### src/rtl/rf_8x16_if.sv
// ---------------------------------------------------------------------------
// rf_8x16_if
// Bus bundle for the 8x16 register file: two read ports and one write port.
//
// Signals:
//   read1RegSel [2:0]  register index for read port 1
//   read2RegSel [2:0]  register index for read port 2
//   writeRegSel [2:0]  register index for the write port
//   writeData   [15:0] data to write
//   writeEn            write enable, active-high
//   read1Data   [15:0] contents of register read1RegSel
//   read2Data   [15:0] contents of register read2RegSel
//
// Modports:
//   master - the datapath side driving selects and write data
//   slave  - the register file itself
// ---------------------------------------------------------------------------
interface rf_8x16_if;
   logic [2:0]  read1RegSel;
   logic [2:0]  read2RegSel;
   logic [2:0]  writeRegSel;
   logic [15:0] writeData;
   logic        writeEn;
   logic [15:0] read1Data;
   logic [15:0] read2Data;

   modport master (
      output read1RegSel,
      output read2RegSel,
      output writeRegSel,
      output writeData,
      output writeEn,
      input  read1Data,
      input  read2Data
   );

   modport slave (
      input  read1RegSel,
      input  read2RegSel,
      input  writeRegSel,
      input  writeData,
      input  writeEn,
      output read1Data,
      output read2Data
   );
endinterface

### src/rtl/rf_8x16.sv
// ---------------------------------------------------------------------------
// rf_8x16
// 8-entry x 16-bit general-purpose register file with two combinational
// read ports and one synchronous write port. R0 is an ordinary register.
//
// Built hierarchically:
//   rf_bit_dff     - one storage bit: D flip-flop with async reset and a
//                    hold/load feedback mux acting as the enable
//   rf_reg16       - 16 rf_bit_dff cells sharing one enable
//   rf_decoder3to8 - write decoder, out[i] = writeEn & (writeRegSel == i)
//   rf_mux8x16     - 8:1 x 16-bit read multiplexer (one per read port)
//
// Ports (top):
//   clk - system clock, state updates on the rising edge
//   rst - asynchronous active-high reset, clears all 128 storage bits
//   bus - rf_8x16_if.slave: selects, write data/enable, read data
//
// There is no write-to-read forwarding: a read of the register being
// written returns the old value until the writing edge has happened.
// ---------------------------------------------------------------------------

// One storage bit. The enable is a feedback mux in front of the flop so the
// clock is never gated; reset dominates and therefore also blocks writes.
module rf_bit_dff (
   input  logic clk,
   input  logic rst,
   input  logic en,
   input  logic d,
   output logic q
);
   logic next_q;

   // Hold the current value unless this bit's register is being loaded.
   always_comb begin
      next_q = en ? d : q;
   end

   // Storage element with asynchronous clear.
   always_ff @(posedge clk or posedge rst) begin
      if (rst)
         q <= 1'b0;
      else
         q <= next_q;
   end
endmodule

// 16-bit register assembled from individual bit cells sharing one enable.
module rf_reg16 (
   input  logic        clk,
   input  logic        rst,
   input  logic        en,
   input  logic [15:0] d,
   output logic [15:0] q
);
   for (genvar b = 0; b < 16; b++) begin : g_bit
      rf_bit_dff u_bit (
         .clk (clk),
         .rst (rst),
         .en  (en),
         .d   (d[b]),
         .q   (q[b])
      );
   end
endmodule

// 3-to-8 write decoder; all outputs low when the write enable is low.
module rf_decoder3to8 (
   input  logic       en,
   input  logic [2:0] sel_in,
   output logic [7:0] dec_out
);
   // One-hot select qualified by the write enable.
   always_comb begin
      dec_out = '0;
      for (int i = 0; i < 8; i++) begin
         dec_out[i] = en && (sel_in == 3'(i));
      end
   end
endmodule

// 8:1 x 16-bit read multiplexer.
module rf_mux8x16 (
   input  logic [7:0][15:0] data_in,
   input  logic [2:0]       sel,
   output logic [15:0]      data_out
);
   // Pure combinational selection, zero-cycle latency.
   always_comb begin
      data_out = data_in[sel];
   end
endmodule

// Top level: decoder driving eight registers, two read muxes on the outputs.
module rf_8x16 (
   input  logic      clk,
   input  logic      rst,
   rf_8x16_if.slave  bus
);
   logic [7:0]       write_sel;
   logic [7:0][15:0] reg_q;
   logic [15:0]      rd1_data;
   logic [15:0]      rd2_data;

   rf_decoder3to8 u_dec (
      .en      (bus.writeEn),
      .sel_in  (bus.writeRegSel),
      .dec_out (write_sel)
   );

   for (genvar r = 0; r < 8; r++) begin : g_reg
      rf_reg16 u_reg (
         .clk (clk),
         .rst (rst),
         .en  (write_sel[r]),
         .d   (bus.writeData),
         .q   (reg_q[r])
      );
   end

   rf_mux8x16 u_rd1 (
      .data_in  (reg_q),
      .sel      (bus.read1RegSel),
      .data_out (rd1_data)
   );

   rf_mux8x16 u_rd2 (
      .data_in  (reg_q),
      .sel      (bus.read2RegSel),
      .data_out (rd2_data)
   );

   assign bus.read1Data = rd1_data;
   assign bus.read2Data = rd2_data;
endmodule

### src/flat_wrapper.sv
// flat-port wrapper written by rule: the top's interface ports become plain ports
module rf_8x16_flat 
  (clk, rst, bus_read1RegSel, bus_read2RegSel, bus_writeRegSel, bus_writeData, bus_writeEn, bus_read1Data, bus_read2Data);
  rf_8x16_if bus_i ();
  input  logic clk;
  input  logic rst;
  input wire logic [$bits(bus_i.read1RegSel)-1:0] bus_read1RegSel;
  input wire logic [$bits(bus_i.read2RegSel)-1:0] bus_read2RegSel;
  input wire logic [$bits(bus_i.writeRegSel)-1:0] bus_writeRegSel;
  input wire logic [$bits(bus_i.writeData)-1:0] bus_writeData;
  input wire logic [$bits(bus_i.writeEn)-1:0] bus_writeEn;
  output wire logic [$bits(bus_i.read1Data)-1:0] bus_read1Data;
  output wire logic [$bits(bus_i.read2Data)-1:0] bus_read2Data;
  assign bus_i.read1RegSel = bus_read1RegSel;
  assign bus_i.read2RegSel = bus_read2RegSel;
  assign bus_i.writeRegSel = bus_writeRegSel;
  assign bus_i.writeData = bus_writeData;
  assign bus_i.writeEn = bus_writeEn;
  assign bus_read1Data = bus_i.read1Data;
  assign bus_read2Data = bus_i.read2Data;
  rf_8x16 u_core (.clk(clk), .rst(rst), .bus(bus_i));
endmodule
### config.mk
export PLATFORM = sky130hd
export DESIGN_NAME = rf_8x16_flat
export DESIGN_NICKNAME = d
export VERILOG_FILES = /design/src/rtl/rf_8x16_if.sv /design/src/rtl/rf_8x16.sv /design/src/flat_wrapper.sv
export SDC_FILE = /design/constraint.sdc
export NUM_CORES = 1
export LEC_CHECK = 0
export BUFFER_PORTS_ARGS = -buffer_cell sky130_fd_sc_hd__buf_2
export CORE_MARGIN = 2
export CORE_UTILIZATION = 54
export DETAILED_ROUTE_END_ITERATION = 8
export GPL_ROUTABILITY_DRIVEN = 0
export PLACE_DENSITY_LB_ADDON = 0.2
export SLEW_MARGIN = 25
export SYNTH_ARGS = -nofsm -noshare
export SYNTH_HDL_FRONTEND = slang
export SYNTH_SLANG_ARGS = --single-unit
### constraint.sdc
create_clock -name clk -period 4.3 [get_ports clk]
set_clock_uncertainty 0.1 [all_clocks]
set_input_delay 1.075 -clock clk [delete_from_list [all_inputs] [get_ports clk]]
set_output_delay 1.075 -clock clk [all_outputs]
set_load 0.02 [all_outputs]
; Yosys cells after proc, flatten, opt, wreduce, memory -nomap -nowiden
; Cells that the tools add are included.
[op_classes]
order_cmp = 2
n_eq_ne = 7
n_mux = 4
n_reduce_logical = 9
[op_table]
columns = operator, n
row1 = $bmux W16 S3, 2
row2 = $mux W16, 2
row3 = $eq A3 B3 Y1 const B, 4
row4 = $logic_and A1 B1 Y1, 8
row5 = $lt A3 B4 Y1 const B, 2
row6 = $eq A3 B2 Y1 const B, 2
row7 = $eq A3 B1 Y1 const B, 1
row8 = $logic_not A3 Y1, 1
[totals]
ff_bits = 128
output_inout_bits = 32
elab_cells = 150

; Depth between registers and ports, before layout
; Gate-level depths: netlist (run 1).
[logic_depth]
depth_word = 2
ltp_mapped = 5
depth_no_buf = 2

; Modules after synthesis
; From an unflattened synthesis (run 1), not the netlist that was laid out.
[unflattened]
cells_unflattened = 506
hier_area_um2 = 7842.5
[by_module_without_submodules]
columns = mod, instances, cells_each, area_per_inst_um2, seq_area_each_um2
row1 = rf_bit_dff, 128, 3, 43.8, 25.0
row2 = rf_mux8x16, 2, 57, 1071.0, 0.0
row3 = rf_decoder3to8, 1, 8, 95.1, 0.0

; Least setup slack after synthesis (run 1)
; OpenSTA, ideal clock, no wires.
[synth_timing]
path_kind = input -> output
startpoint = input bus_read2RegSel[2]
endpoint = output bus_read2Data[10]
arrival_ns = 2.172
required_ns = 3.125
path_slack_ns = 0.953
cell_stages = 4
path_cell_list = buf_6 > buf_6 > mux4_1 > mux2_2
[synth_via]
elab_chain_cells = 2
[synth_lines]
columns = item, line
row1 = from (decl), flat_wrapper.sv:8  ; input wire logic [$bits(bus_i.read2RegSel)-1:0] bus_read2RegSel;
row2 = $bmux W16 S3, rf_8x16.sv:89  ; data_out = data_in[sel];
row3 = $mux W16 (not written as such), rf_8x16.sv:89
row4 = to (decl), flat_wrapper.sv:13  ; output wire logic [$bits(bus_i.read2Data)-1:0] bus_read2Data;
; No other way between the ends. The select of a mux whose other input is x is not followed.

; Worst setup path after layout (run 1)
[layout_timing]
startpoint = input bus_read2RegSel[2]
endpoint = output bus_read2Data[7]
; Same word-level chain as after synthesis.

==> results_dict.tcl, run 1 <==
set metrics [dict create \
    syn_area_per_cell_um2 17.9 \
    drtIter0Drc 180 \
    start_kind "primary input" \
    fin_hold_ws_ns 0.415 \
    synth_top_area_share_pct 45.3 \
    finalPower_uw 4170 \
    rows 41 \
    final-max-slew-violation-count 0 \
    clk-insertion-delay-late_ns 0.41 \
    grt_pass1_vias 4203 \
    worst_path_largest_cell_delay_ns 0.57 \
    post_drt_wl_per_cell_um 23.6 \
    rsz0062_at_grt "no" \
    synthesis.nets 424 \
    pwr-share-comb_pct 23.3 \
    rrSetupSlack_ns 3.40 \
    worst-path-buf-inv 3 \
    irDropWorstVdd_uv 363 \
    ys_seq_elements 128 \
    min_from "u_core.g_reg[6].u_reg.g_bit[8].u_bit.q" \
    critical_path.startpoint "bus_read2RegSel[2]" \
    leakagePower_uw 0.00359 \
    area_growth_syn_to_layout_pct 15.4 \
    power_frac_clock_pct 37.1 \
    antenna_found_initial 0 \
    ios 60 \
    clk_pin_slew_ns 0.05 \
    p_sw_share_pct 25.2 \
    die_w_um 118 \
    period_minus_slack_ns 3.77 \
    layout_common_cells "mux2_2, dfrtp_1, buf_2, mux4_1, clkbuf_16" \
    yosysWarnings 0 \
    routed_wirelength_um 15000 \
    cp_top_family "multiplexers" \
    avgViaCountPerCell 6.27 \
    syn_inst 396 \
    whs_path_depth 1 \
    synth_area_um2 7080 \
    worstPathRequired_ns 3.12 \
    finalHoldViolCount 0 \
    nets 481 \
    maxSlewHeadroom_pct 43.4 \
    root_buffer "clkbuf_16" \
    grtUsageTotal_pct 22.9 \
    worstMarginPinSlew_ns 0.846 \
    setup_viol 0 \
    cts_max_path_buffers 2 \
    grt_max_degree 42 \
    cts_setup_buffers 0 \
    r2r_end "u_core.g_reg[6].u_reg.g_bit[13].u_bit.q" \
    n_antenna_cell 0 \
    postCtsHoldBufs 0 \
    final_common_cell "mux2_2" \
    fillCellCount 963 \
    reg_top3 "u_core.g.u_reg.g_bit.u_bit.q: 128 flops" \
    min_period_over_period_pct 87.7 \
    min_path_type "reg -> reg" \
    port_buffers 59 \
    drive_gt1_share_pct 59.8 \
    path_max_fanout 16 \
    layout_setup_ws_ns 0.528 \
    fmax_mhz 265 \
    cp_common_cell "buf_2" \
    coreArea_um2 12700 \
    power_switching_uw 1050 \
    outcome "completed" \
    cts_resized 0 \
    dieArea_um2 14000 \
    maxCapViolCount 0 \
    tns_ns 0 \
    synth_cell_type_count 16 \
    power_density_nw_per_um2 510 \
    r2r_cells 1 \
    ys_seq_area_share_pct 45.3 \
    whs_endpoint "u_core.g_reg[6].u_reg.g_bit[8].u_bit.q" \
    endpoint_kind "primary output" \
    dpl_worst_slack_ns 0.524 \
    cts.sinks 128 \
    ant_nets 0 \
    grt_pass1_wl_um 24100 \
    largest_reg_flops 128 \
    arrival_ns 2.60 \
    grt_remaining_overflow 0 \
    crit_chain "buf_2 -> buf_12 -> mux4_1 -> mux2_2 -> buf_2" \
    drc_errors 0 \
    path_class "in -> out" \
    drt_first_pass_iters 4 \
    power_frac_seq_pct 39.6 \
    intPower_uw 3120 \
    cts_tree "built" \
    largest-register "u_core.g.u_reg.g_bit.u_bit.q" \
    start_util_pct 55.6 \
    cts_made_buffers 17 \
    vias 3994 \
    synth_top_cells_by_area "dfrtp_1, mux2_2, mux4_1" \
    slowest_stage "mux4_1" \
    die_h_um 118 \
    worstReg2RegStart "u_core.g_reg[6].u_reg.g_bit[13].u_bit.q" \
    h-tree-depth 4 \
    synth.largest_area_cell "dfrtp_1" \
    dp_hpwl_um 9010 \
]
[per-layer routing]
metal	vias to the layer above	GRT usage, %	share of wire, %
met3	20	4.01	2.5
met1	2157	31.6	46
met2	75	37.3	50
li1	1742	-	-
met5	-	0	0
met4	0	7.66	1.5
[cells by family after synthesis]
group,count (synthesis),synth area share [%]
multiplexers,224,48.8
flip-flops,128,45.3
buffers and inverters,36,4.37
AND/OR/NAND/NOR,8,1.61
[layout make-up]
class / instances / area, um^2 / area share (%)
Clock buffer: 27 / 523 / 6.41
Sequential cell: 128 / 3200 / 39.2
Timing Repair Buffer: 73 / 500 / 6.13
Inverter: 1 / 7.51 / 0.0920
Clock inverter: 4 / 120 / 1.47
Tap cell: 172 / 215 / 2.64
Multi-Input combinational cell: 232 / 3590 / 44.0
[worst max path at each step]
| stage | endpoint | slack, ns | depth (start not counted) |
|---|---|---|---|
| floorplan | bus_read2Data[10] | 0.95 | 4 |
| global placement | bus_read2Data[7] | 0.56 | 5 |
| detailed placement | bus_read2Data[7] | 0.52 | 5 |
| CTS | bus_read2Data[7] | 0.52 | 5 |
| global route | bus_read2Data[6] | 0.50 | 5 |
| finish | bus_read2Data[7] | 0.53 | 5 |
[cells in the mapped netlist]
cell type,number
mux2_2,160
dfrtp_1,128
mux4_1,55
buf_6,12
buf_2,11
mux4_2,9
buf_4,5
clkbuf_8,5
nand4b_2,3
nor4bb_1,2
and4bb_2,1
buf_1,1
clkbuf_2,1
inv_1,1
nand4_2,1
nor4b_4,1
[power groups by stage]
stage               Combinational, uW  Sequential, uW  Clock [uW]
floorplan                         776            1600           0
global placement                  949            1640           0
detailed placement                977            1670           0
CTS                               983            1650        1570
global route                     1040            1690        1620
finish                            970            1650        1540
[metrics by stage]
stage	cell area (um^2)	util, %	std cells
6_report	8160	64.2	637
5_1_grt	8160	64.2	637
4_1_cts	8160	64.2	637
3_5_place_dp	7520	59.1	606
3_3_place_gp	7500	58.9	605
2_1_floorplan	7080	-	396
(Power assumes the default switching activity.)
==> inputs of run 2 (changes only) <==
Settings changed: CELL_PAD_IN_SITES_DETAIL_PLACEMENT from default to 1, CELL_PAD_IN_SITES_GLOBAL_PLACEMENT from default to 2, CORE_UTILIZATION 54 to 49.
Clock period 4.3 ns to 4.8 ns, I/O delays scaled along.
==> results_dict.tcl, run 2 (synthesized netlist as in run 1, its figures left out) <==
set metrics [dict create \
    h-tree-depth 4 \
    final_area_um2 8050 \
    layout_setup_ws_ns 0.593 \
    grt_pass1_vias 4340 \
    cts_resized 0 \
    dieArea_um2 15400 \
    min_period_over_period_pct 87.7 \
    die_h_um 124 \
    slowest_stage "mux4_1" \
    start_util_pct 50.6 \
    vias 4076 \
    numPlacedInstances 610 \
    endpoint_kind "primary output" \
    fin_cells 640 \
    fmax_mhz 238 \
    ant_nets 0 \
    clk_pin_slew_ns 0.05 \
    cts_made_buffers 17 \
    cts_tree "built" \
    nets 477 \
    finalHoldViolCount 0 \
    cts_max_path_buffers 2 \
    whs_endpoint "u_core.g_reg[5].u_reg.g_bit[9].u_bit.q" \
    drt_first_pass_iters 4 \
    rows 43 \
    crit_chain "buf_2 -> buf_4 -> mux4_1 -> mux2_2 -> buf_2" \
    whs_path_depth 1 \
    cts.sinks 128 \
    min_from "u_core.g_reg[5].u_reg.g_bit[9].u_bit.q" \
    worst-path-buf-inv 3 \
    postCtsHoldBufs 0 \
    cp_common_cell "buf_2" \
    rrSetupSlack_ns 3.90 \
    leakagePower_uw 0.00355 \
    worstPathRequired_ns 3.50 \
    worst_path_largest_cell_delay_ns 0.59 \
    path_class "in -> out" \
    power_density_nw_per_um2 456 \
    min_path_type "reg -> reg" \
    clk-insertion-delay-late_ns 0.41 \
    reg_top3 "u_core.g.u_reg.g_bit.u_bit.q: 128 flops" \
    avgViaCountPerCell 6.37 \
    maxCapViolCount 0 \
    dpl_worst_slack_ns 0.596 \
    arrival_ns 2.91 \
    worstMarginPinSlew_ns 0.975 \
    drive_gt1_share_pct 60.0 \
    grt_remaining_overflow 0 \
    dp_hpwl_um 9790 \
    outcome "completed" \
    post_dp_cell_area_um2 7450 \
    grt_max_degree 71 \
    drc_errors 0 \
    routed_wirelength_um 16800 \
    drtIter0Drc 255 \
    port_buffers 59 \
    r2r_end "u_core.g_reg[7].u_reg.g_bit[4].u_bit.q" \
    r2r_cells 1 \
    cp_top_family "multiplexers" \
    grt_pass1_wl_um 25900 \
    cts_setup_buffers 0 \
    final-max-slew-violation-count 0 \
    maxSlewHeadroom_pct 34.7 \
    period_minus_slack_ns 4.21 \
    n_antenna_cell 0 \
    finalPower_uw 3670 \
    die_w_um 124 \
    worstReg2RegStart "u_core.g_reg[7].u_reg.g_bit[4].u_bit.q" \
    start_kind "primary input" \
    area_growth_syn_to_layout_pct 13.8 \
    antenna_found_initial 0 \
    final_common_cell "mux2_2" \
    path_max_fanout 13 \
    fillCellCount 1272 \
    coreArea_um2 14000 \
    tns_ns 0 \
    largest_reg_flops 128 \
    rsz0062_at_grt "no" \
    root_buffer "clkbuf_16" \
    layout_common_cells "mux2_2, dfrtp_1, buf_2, mux4_1, clkbuf_16" \
    ios 60 \
    largest-register "u_core.g.u_reg.g_bit.u_bit.q" \
    setup_viol 0 \
    irDropWorstVdd_uv 246 \
    post_drt_wl_per_cell_um 26.2 \
    grtUsageTotal_pct 23.7 \
]
## run 2: area by class of cell
class	instances	area (um^2)	share of cell area (%)
multi-input combinational	232	3590	44.6
sequential	128	3200	39.8
clock inverter	5	75.1	0.933
inverter	1	6.26	0.0777
clock buffer	25	526	6.53
tap	180	225	2.80
timing repair buffer	69	420	5.22
## run 2: per-layer routing
| layer | share of wire [%] | global-route usage, % |
|---|---|---|
| met1 | 43 | 30.1 |
| met2 | 51 | 40.7 |
| met3 | 4.1 | 5.77 |
| met4 | 1.3 | 6.53 |
| met5 | 0 | 0 |
## run 2: worst max-delay path by stage
stage | endpoint | slack [ns] | cells past startpoint | from
after floorplan | u_core.g_reg[0].u_reg.g_bit[0].u_bit.q | 0.09 | 1 | rst
after global placement | bus_read2Data[1] | 0.64 | 5 | bus_read2RegSel[0]
final | bus_read2Data[13] | 0.59 | 5 | bus_read2RegSel[0]
after detailed placement | bus_read2Data[13] | 0.60 | 5 | bus_read2RegSel[0]
after global routing | bus_read2Data[13] | 0.54 | 5 | bus_read2RegSel[0]
after CTS | bus_read2Data[13] | 0.59 | 5 | bus_read2RegSel[0]
## run 2: report_power, final
group          switching (uW)  internal, uW
clock                     450           853
combinational             366           515
sequential                169          1320
## run 2: through the flow
step	hold slack, ns	utilization [%]
3_3_place_gp	0.393	53.2
6_report	0.418	57.5
2_1_floorplan	0.385	-
5_1_grt	0.438	57.5
4_1_cts	0.422	57.5
3_5_place_dp	0.410	53.2
==> inputs of run 3 (changes only) <==
Settings changed: RECOVER_POWER from default to 100.
==> results_dict.tcl, run 3 (synthesized netlist as in run 1, its figures left out) <==
set metrics [dict create \
    outcome "finished, violations left" \
    violations "capacitance limit, slew limit" \
    reg_top3 "u_core.g.u_reg.g_bit.u_bit.q: 128 flops" \
    dieArea_um2 15400 \
    setup_viol 0 \
    routed_wirelength_um 16700 \
    clk-insertion-delay-late_ns 0.41 \
    min_period_over_period_pct 91.1 \
    avgViaCountPerCell 6.28 \
    n_antenna_cell 0 \
    finalHoldViolCount 0 \
    cts_setup_buffers 0 \
    grt_remaining_overflow 0 \
    post_dp_cell_area_um2 7450 \
    path_max_fanout 22 \
    area_growth_syn_to_layout_pct 12.1 \
    worstReg2RegStart "u_core.g_reg[7].u_reg.g_bit[6].u_bit.q" \
    final_common_cell "mux2_2" \
    arrival_ns 3.07 \
    h-tree-depth 4 \
    drt_first_pass_iters 4 \
    irDropWorstVdd_uv 244 \
    maxCapViolCount 3 \
    maxSlewHeadroom_pct -80.6 \
    rsz0062_at_grt "no" \
    cts_made_buffers 17 \
    tns_ns 0 \
    final-max-slew-violation-count 87 \
    r2r_cells 1 \
    rows 43 \
    min_path_type "reg -> reg" \
    cts.sinks 128 \
    grt_pass1_vias 4340 \
    grt_max_degree 71 \
    path_class "in -> out" \
    die_w_um 124 \
    leakagePower_uw 0.00341 \
    port_buffers 59 \
    critical_path.startpoint "bus_read1RegSel[0]" \
    post_drt_wl_per_cell_um 26.1 \
    dp_hpwl_um 9790 \
    start_kind "primary input" \
    fillCellCount 1290 \
    cts_max_path_buffers 2 \
    power_density_nw_per_um2 460 \
    ant_nets 0 \
    endpoint "bus_read1Data[15]" \
    drtIter0Drc 258 \
    grt_pass1_wl_um 25900 \
    start_util_pct 50.6 \
    layout_common_cells "mux2_2, dfrtp_1, mux4_1, buf_2, clkbuf_1" \
    fmax_mhz 229 \
    ios 60 \
    largest-register "u_core.g.u_reg.g_bit.u_bit.q" \
    endpoint_kind "primary output" \
    antenna_found_initial 0 \
    worstPathRequired_ns 3.50 \
    drive_gt1_share_pct 51.3 \
    die_h_um 124 \
    postCtsHoldBufs 0 \
    cts_resized 0 \
    drc_errors 0 \
    worstMarginPinSlew_ns 2.71 \
    r2r_end "u_core.g_reg[7].u_reg.g_bit[6].u_bit.q" \
    nets 477 \
    cts_tree "built" \
    vias 4020 \
    rrSetupSlack_ns 3.85 \
    period_minus_slack_ns 4.37 \
    final_area_um2 7930 \
    largest_reg_flops 128 \
    clk_pin_slew_ns 0.05 \
    coreArea_um2 14000 \
    grtUsageTotal_pct 23.7 \
    root_buffer "clkbuf_16" \
]
==> run 3: cell count changes in the layout (fill, tap and decap cells not counted), sizes merged <==
cell	previous run	this run
buf	69	37
clkbuf	25	57
==> run 3: power by group <==
group	switching (uW)	total (uW)	internal [uW]
registers	169	1490	1320
clock network	450	1300	853
logic	365	858	493
total	983	3650	2670
==> run 3: final cells by class <==
cell class | instances | area [um^2] | share of cell area (%)
clock buffer | 25 | 526 | 6.62
clock inverter | 5 | 75.1 | 0.946
inverter | 1 | 3.75 | 0.0473
multi-input combinational | 232 | 3530 | 44.5
sequential | 128 | 3200 | 40.4
tap | 180 | 225 | 2.84
timing repair buffer | 69 | 370 | 4.67
==> run 3: how the worst min path moves through the flow <==
stage                                                  startpoint                                      end  depth (start not counted)  slack (ns)
after global routing      u_core.g_reg[5].u_reg.g_bit[11].u_bit.q  u_core.g_reg[5].u_reg.g_bit[11].u_bit.q                          1        0.44
after floorplan            u_core.g_reg[3].u_reg.g_bit[0].u_bit.q   u_core.g_reg[3].u_reg.g_bit[0].u_bit.q                          1        0.38
final                      u_core.g_reg[5].u_reg.g_bit[9].u_bit.q   u_core.g_reg[5].u_reg.g_bit[9].u_bit.q                          1        0.42
after detailed placement   u_core.g_reg[5].u_reg.g_bit[9].u_bit.q   u_core.g_reg[5].u_reg.g_bit[9].u_bit.q                          1        0.41
after CTS                  u_core.g_reg[5].u_reg.g_bit[9].u_bit.q   u_core.g_reg[5].u_reg.g_bit[9].u_bit.q                          1        0.42
after global placement     u_core.g_reg[6].u_reg.g_bit[8].u_bit.q   u_core.g_reg[6].u_reg.g_bit[8].u_bit.q                          1        0.39
==> run 3: stage by stage <==
step	total power, uW	std cells	setup slack, ns	utilization [%]	hold slack [ns]
2_1_floorplan	2130	396	0.0874	-	0.385
3_3_place_gp	2320	610	0.635	53.2	0.393
3_5_place_dp	2380	610	0.596	53.2	0.410
4_1_cts	3700	640	0.588	57.5	0.422
5_1_grt	3820	640	0.347	56.7	0.438
6_report	3650	640	0.427	56.7	0.417
==> run 3: metal layers <==
metal / part of all wire, % / up-vias / global-route usage [%]
met2: 52 / 106 / 40.7
met1: 42 / 2178 / 30.1
met4: 1.2 / 0 / 6.53
met5: 0 / - / 0
li1: - / 1717 / -
met3: 4.7 / 19 / 5.77
==> run 3: critical path, stage by stage <==
cell      delay [ns]
buf_2           0.09
clkbuf_2        0.56
mux4_1          0.67
mux2_1          0.36
buf_2           0.18
